[src/rtl/pcgen.sv]
// pcgen: fetch-PC generator for the IFU with a boot cycle, halt and prioritised redirects.
// The PC register drives the fetch request directly; pc_nxt exposes the value it loads next edge.
module pcgen #(
    parameter int          XLEN        = 64,
    parameter logic [63:0] RESET_PC    = 64'h8000_0000,
    parameter int          NREDIR      = 3,
    parameter int          INSTR_BYTES = 4,
    localparam int         SRCW        = (NREDIR > 1) ? $clog2(NREDIR) : 1
) (
    input  logic                   clk,
    input  logic                   rst,
    input  logic                   halt,
    input  logic [NREDIR-1:0]      redir_valid,
    input  logic [NREDIR*XLEN-1:0] redir_target,
    output logic                   req_valid,
    input  logic                   req_ready,
    output logic [XLEN-1:0]        req_pc,
    output logic [XLEN-1:0]        pc_nxt,
    output logic                   redir_taken,
    output logic [SRCW-1:0]        redir_src
);

    typedef enum logic {BOOT, RUN} state_t;

    state_t          state_q, state_d;
    logic [XLEN-1:0] pc_q, pc_d;
    logic            redir_taken_q, redir_taken_d;
    logic [SRCW-1:0] redir_src_q, redir_src_d;

    logic            any_redir;
    logic [SRCW-1:0] sel;
    logic [XLEN-1:0] sel_target;

    // Scan from the lowest-priority source upward so the lowest asserted index wins.
    always_comb begin
        sel        = '0;
        sel_target = '0;
        for (int i = NREDIR - 1; i >= 0; i--) begin
            if (redir_valid[i]) begin
                sel        = SRCW'(i);
                sel_target = redir_target[i*XLEN +: XLEN];
            end
        end
    end

    assign any_redir = |redir_valid;

    always_comb begin
        state_d       = RUN;
        req_valid     = (state_q == RUN) && !halt && !any_redir;
        pc_d          = pc_q;
        redir_taken_d = any_redir;
        redir_src_d   = redir_src_q;
        if (any_redir) begin
            pc_d        = sel_target;
            redir_src_d = sel;
        end else if (req_valid && req_ready) begin
            pc_d = pc_q + XLEN'(INSTR_BYTES);
        end
    end

    always_ff @(posedge clk or negedge rst) begin
        if (!rst) begin
            state_q       <= BOOT;
            pc_q          <= XLEN'(RESET_PC);
            redir_taken_q <= 1'b0;
            redir_src_q   <= '0;
        end else begin
            state_q       <= state_d;
            pc_q          <= pc_d;
            redir_taken_q <= redir_taken_d;
            redir_src_q   <= redir_src_d;
        end
    end

    assign req_pc      = pc_q;
    assign pc_nxt      = pc_d;
    assign redir_taken = redir_taken_q;
    assign redir_src   = redir_src_q;

endmodule

[config.mk]
export PLATFORM = sky130hd
export DESIGN_NAME = pcgen
export DESIGN_NICKNAME = d
export VERILOG_FILES = /design/src/rtl/pcgen.sv
export SDC_FILE = /design/constraint.sdc
export NUM_CORES = 1
export LEC_CHECK = 0
export CORE_MARGIN = 3
export CORE_UTILIZATION = 29
export DETAILED_ROUTE_END_ITERATION = 16
export GPL_TIMING_DRIVEN = 0
export HOLD_SLACK_MARGIN = 0.02
export PLACE_DENSITY = 0.66
export SETUP_SLACK_MARGIN = 0.3
export SLEW_MARGIN = 20
export SYNTH_ARGS = -nofsm -noshare
export SYNTH_HDL_FRONTEND = slang
export SYNTH_SLANG_ARGS = --single-unit
[constraint.sdc]
create_clock -name clk -period 3.35 [get_ports clk]
set_input_delay 0.67 -clock clk [delete_from_list [all_inputs] [get_ports clk]]
set_output_delay 0.67 -clock clk [all_outputs]
set_load 0.02 [all_outputs]
======== Yosys cells after proc, flatten, opt, wreduce, memory -nomap -nowiden ========
Cells that the tools add are included.
operators by class
  $add $sub $neg .......................... 1
  multiplexer cells ....................... 8
  reduce and logical (&&, ||, !) cells .... 6
operators by type and width
  operator                                       count
  2-to-1 mux 64 bit                              5
  adder 64 x 3 -> 64 bit, second input constant  1
  2-to-1 mux 2 bit                               3
  logical AND 1 bit                              3
  OR reduction 3 bit                             1
  logical NOT 1 bit                              2
storage, ports and cells
  register bits after elaboration ......... 68
  input bits .............................. 199
  output and inout port bits .............. 132

======== Logic depth before layout (Yosys ltp) ========
  depth after elaboration ................. 6
  mapped depth ............................ 9

======== Worst setup path before layout ========
Ideal clock, no wire load.
  kind .................................... input -> output
  from .................................... in redir_valid[1]
  to ...................................... out pc_nxt[44]
  arrival ................................. 3161 ps
  required time ........................... 2680 ps
  slack ................................... -481 ps
  stages .................................. 9
  cells stage by stage .................... buf_6 nor3_4 inv_2 or4_1 clkbuf_1 or4b_4 buf_6 nor3b_1 nor3_1
between the ends
  word-level cells in the longest chain between the ends .. 6
RTL lines
  element                RTL line  source
  start, declared        13        input logic [NREDIR-1:0] redir_valid,
  OR reduction 3 bit     46        assign any_redir = |redir_valid;
  logical NOT 1 bit      50        req_valid = (state_q == RUN) && !halt && !any_redir;
  logical AND 1 bit      50
  logical AND 1 bit      57        end else if (req_valid && req_ready) begin
  2-to-1 mux 64 bit      57
  2-to-1 mux 64 bit (*)  54        if (any_redir) begin
  end, declared          18        output logic [XLEN-1:0] pc_nxt,
Every way passes the cells marked *; elsewhere a longest branch is shown, timed or not.

======== Worst setup path in the final report ========
  from .................................... in redir_valid[1]
  to ...................................... out pc_nxt[56]
The elaborated chain is that of the path after synthesis.

==> summary.md <==
| Metric | Value |
|---|---|
| Ranking of synthesized cells by area | dfrtp_1 33%, nand3_1 4.8%, nand2_1 4.8% |
| IO Pins | 331 |
| Starting Density | 0.301 |
| Hold Crit Class | input pin to asynchronous set/reset pin |
| Share of post-route cells with drive strength above 1 | 0.326 |
| Number of synthesized flops with an enable pin | 0 |
| Largest net degree at the start of global routing | 37 |
| Vias in the first global route | 7293 |
| Layout Skew | 4.95 ps |
| Routed WL per cell | 23.1 um |
| Syn nets | 836 |
| Critical Path Fanout Max | 5 |
| Kind of critical path | input pin to output pin |
| Power Dens Cells | 324 mW/mm^2 |
| Layout fillers | 1424 |
| Detailed placement HPWL | 21800 um |
| Count of non-filler cells in the finished layout | 1303 |
| CTS root buf | clkbuf_16 |
| Area grow syn2layout | 115% |
| Critical Path AT | 2970 ps |
| Final Max Slew Viols | 0 |
| Synth top area share | 0.331 |
| Yosys reg bits | 68 |
| WP data required | 2680 ps |
| Max Clk Rate | 0.275 GHz |
| DIE WIDTH | 138 um |
| Post-CTS Hold Buffers | 0 |
| Count leader, synth | dfrtp_1 |
| Leak pwr | 0.00446 uW |
| H-tree levels | 3 |
| Post-route ant nets | 0 |
| Area of the die | 0.0191 mm^2 |
| Max rail drop VDD | 0.000230 V |
| Vias per inst | 5.60 |
| Ys flop type | dfrtp_1 |
| Placed Instances | 1185 |
| Mapped Cells | 636 |
| First-pass GRT wire length | 44000 um |
| Crit path time final | 3640 ps |
| Leading area contributor after synthesis | dfrtp_1 |
| Crit start category | input pin |
| Total wire length | 30100 um |
| DRC Markers | 0 |
| Antenna violations before repair | 2 |
| CTS Buf Count | 9 |
| Seq. cell area | 0.00172 mm^2 |
| Port Buffers | 328 |
| Post-synth cell types | 57 |
| Crit share post-route | 1.09 |
| Initial DRC Count | 548 |
| Post-Place Cell Area | 0.00882 mm^2 |
| Overflow after GRT | 0 |
| Final setup violation count | 24 |
| Synthesized area per cell | 7.97 um^2 |
| Max Buffers Root-to-Sink | 2 |
| Die height | 138 um |
| Design area | 0.0109 mm^2 |
| Yosys warns | 0 |
| Seq/Total Area, Yosys | 0.336 |
| DR vias | 7299 |
| RSZ-0062 raised after global routing | true |
| Worst-Margin Slew | 715 ps |
| Overall Power | 3530 uW |
| CTS tree | built |
| TritonRoute pass-1 iters | 5 |
| Hold violation count in the final report | 0 |
| Worst Setup Slack, final | -285 ps |
| Std-Cell Rows | 47 |
| Failing checks | setup timing |
| Clock tree sinks | 68 |
| Crit. End Element | output pin |
| Worst rel slew slack | 0.523 |
| Area occupied by multi-input gates | 0.00400 mm^2 |
| Fin util | 0.648 |
| Clk Latency, worst-skew pair | 350 ps |
| Total core area | 0.0168 mm^2 |
| Gr usage total | 0.295 |
| Synth Cell Area | 0.00507 mm^2 |
| Clock-pin slew on the worst setup and hold paths | 60 ps |
| Pre-CTS setup slack | -1720 ps |
| # Max-Cap Violations | 0 |
| GP Congestion | 0.931 |
| Status | finished, violations left |
| Asr flop ratio synth | 1.00 |
| Top cells by count, synth | 67 x dfrtp_1, 65 x nand2_1, 49 x nand3_1, 44 x a21oi_1, 44 x clkbuf_1 |
| # nets final | 1276 |
## layout make-up
| class | count | share of cell area |
|---|---|---|
| plain buffers | 49 | 0.0334 |
| multi-input cells | 508 | 0.367 |
| repair buffers | 429 | 0.381 |
| well taps | 220 | 0.0253 |
| flip-flops and latches | 68 | 0.158 |
| diodes | 2 | 0.000459 |
| clock inverters | 4 | 0.00643 |
| clock buffers | 12 | 0.0245 |
| inverters | 11 | 0.00402 |
## kinds of logic after synthesis
logic type,synth area share
multiplexers,0.0415
AND/OR/NAND/NOR,0.299
buffers and inverters,0.0477
adder cells (fa/ha/maj),0.00247
flip-flops,0.336
AO/OA/AOI/OAI,0.229
other,0.000740
XOR/XNOR,0.0432
## path summary, 6_finish.rpt
kind	start	end	cells after the start	slack [ps]
max	redir_valid[1]	pc_nxt[56]	10	-290
min	rst	req_pc[39]$_DFF_PN0_	1	290
max reg2reg	req_pc[7]$_DFF_PN0_	req_pc[55]$_DFF_PN0_	17	170
min reg2reg	redir_src[0]$_DFFE_PN0N_	redir_src[0]$_DFFE_PN0N_	2	550
max in group asynchronous	rst	req_pc[5]$_DFF_PN0_	2	2460
min in group clk	redir_src[0]$_DFFE_PN0N_	redir_src[0]$_DFFE_PN0N_	2	550
## registers in the layout, summed over array words and instances (netlist names)
signal	flops
state_q	1
req_pc	64
redir_taken	1
redir_src	2
## metal layers
layer,part of all wire,routed length [um],global-route usage
met5,0,0,0
met4,0.034,1040,0.106
met3,0.065,1950,0.0539
met2,0.50,14900,0.511
met1,0.40,12200,0.368
## through the flow
| stage | setup TNS (ps) | hold WS, ps |
|---|---|---|
| finish | -3130 | 292 |
| detailed placement | -94850 | 543 |
| CTS | -3400 | 307 |
| global route | -5650 | 325 |
| global placement | -161750 | 526 |
| floorplan | -789 | 374 |
## worst max-delay path, cell delays in order
cell	delay (ps)
buf_12	110
nor3_4	250
inv_4	40
or4_4	430
buf_8	140
or4b_4	630
buf_12	190
mux2_4	310
nand2_4	60
buf_6	120
## cells in the final DEF, fill, tap and decap left out, drive strengths merged, types with 3 or more instances in the layout
cell type / count
clkdlybuf4s50: 259
buf: 174
dfrtp: 67
nand2: 66
clkbuf: 54
nand3: 49
a21oi: 44
nor2: 42
o21ai: 28
o22ai: 26
nand4: 23
nor3: 22
a221o: 21
nor4: 21
a22oi: 18
xnor2: 18
mux2i: 15
and2: 14
or4: 12
o221ai: 11
inv: 10
and3: 8
or3: 8
xor2: 7
o211ai: 6
and4: 5
mux2: 5
a31oi: 4
nand3b: 4
nand2b: 4
o41ai: 4
clkinv: 3
## where the power goes
| part | switching [uW] | internal (uW) | leakage (uW) | total (uW) |
|---|---|---|---|---|
| logic | 692 | 696 | 0.00351 | 1390 |
| registers | 126 | 907 | 0.000779 | 1030 |
| clock network | 396 | 711 | 0.000169 | 1110 |
| total | 1210 | 2310 | 0.00446 | 3530 |
## what timing repair did
| item | in CTS | in global routing |
|---|---|---|
| pin swaps | 46 | 55 |
| gates cloned | 1 | 0 |
| endpoints found under the setup margin | 104 | 63 |
| buffers inserted | 54 | 45 |
| gates resized for setup | 477 | 128 |
Power figures use the tool's default switching activity.
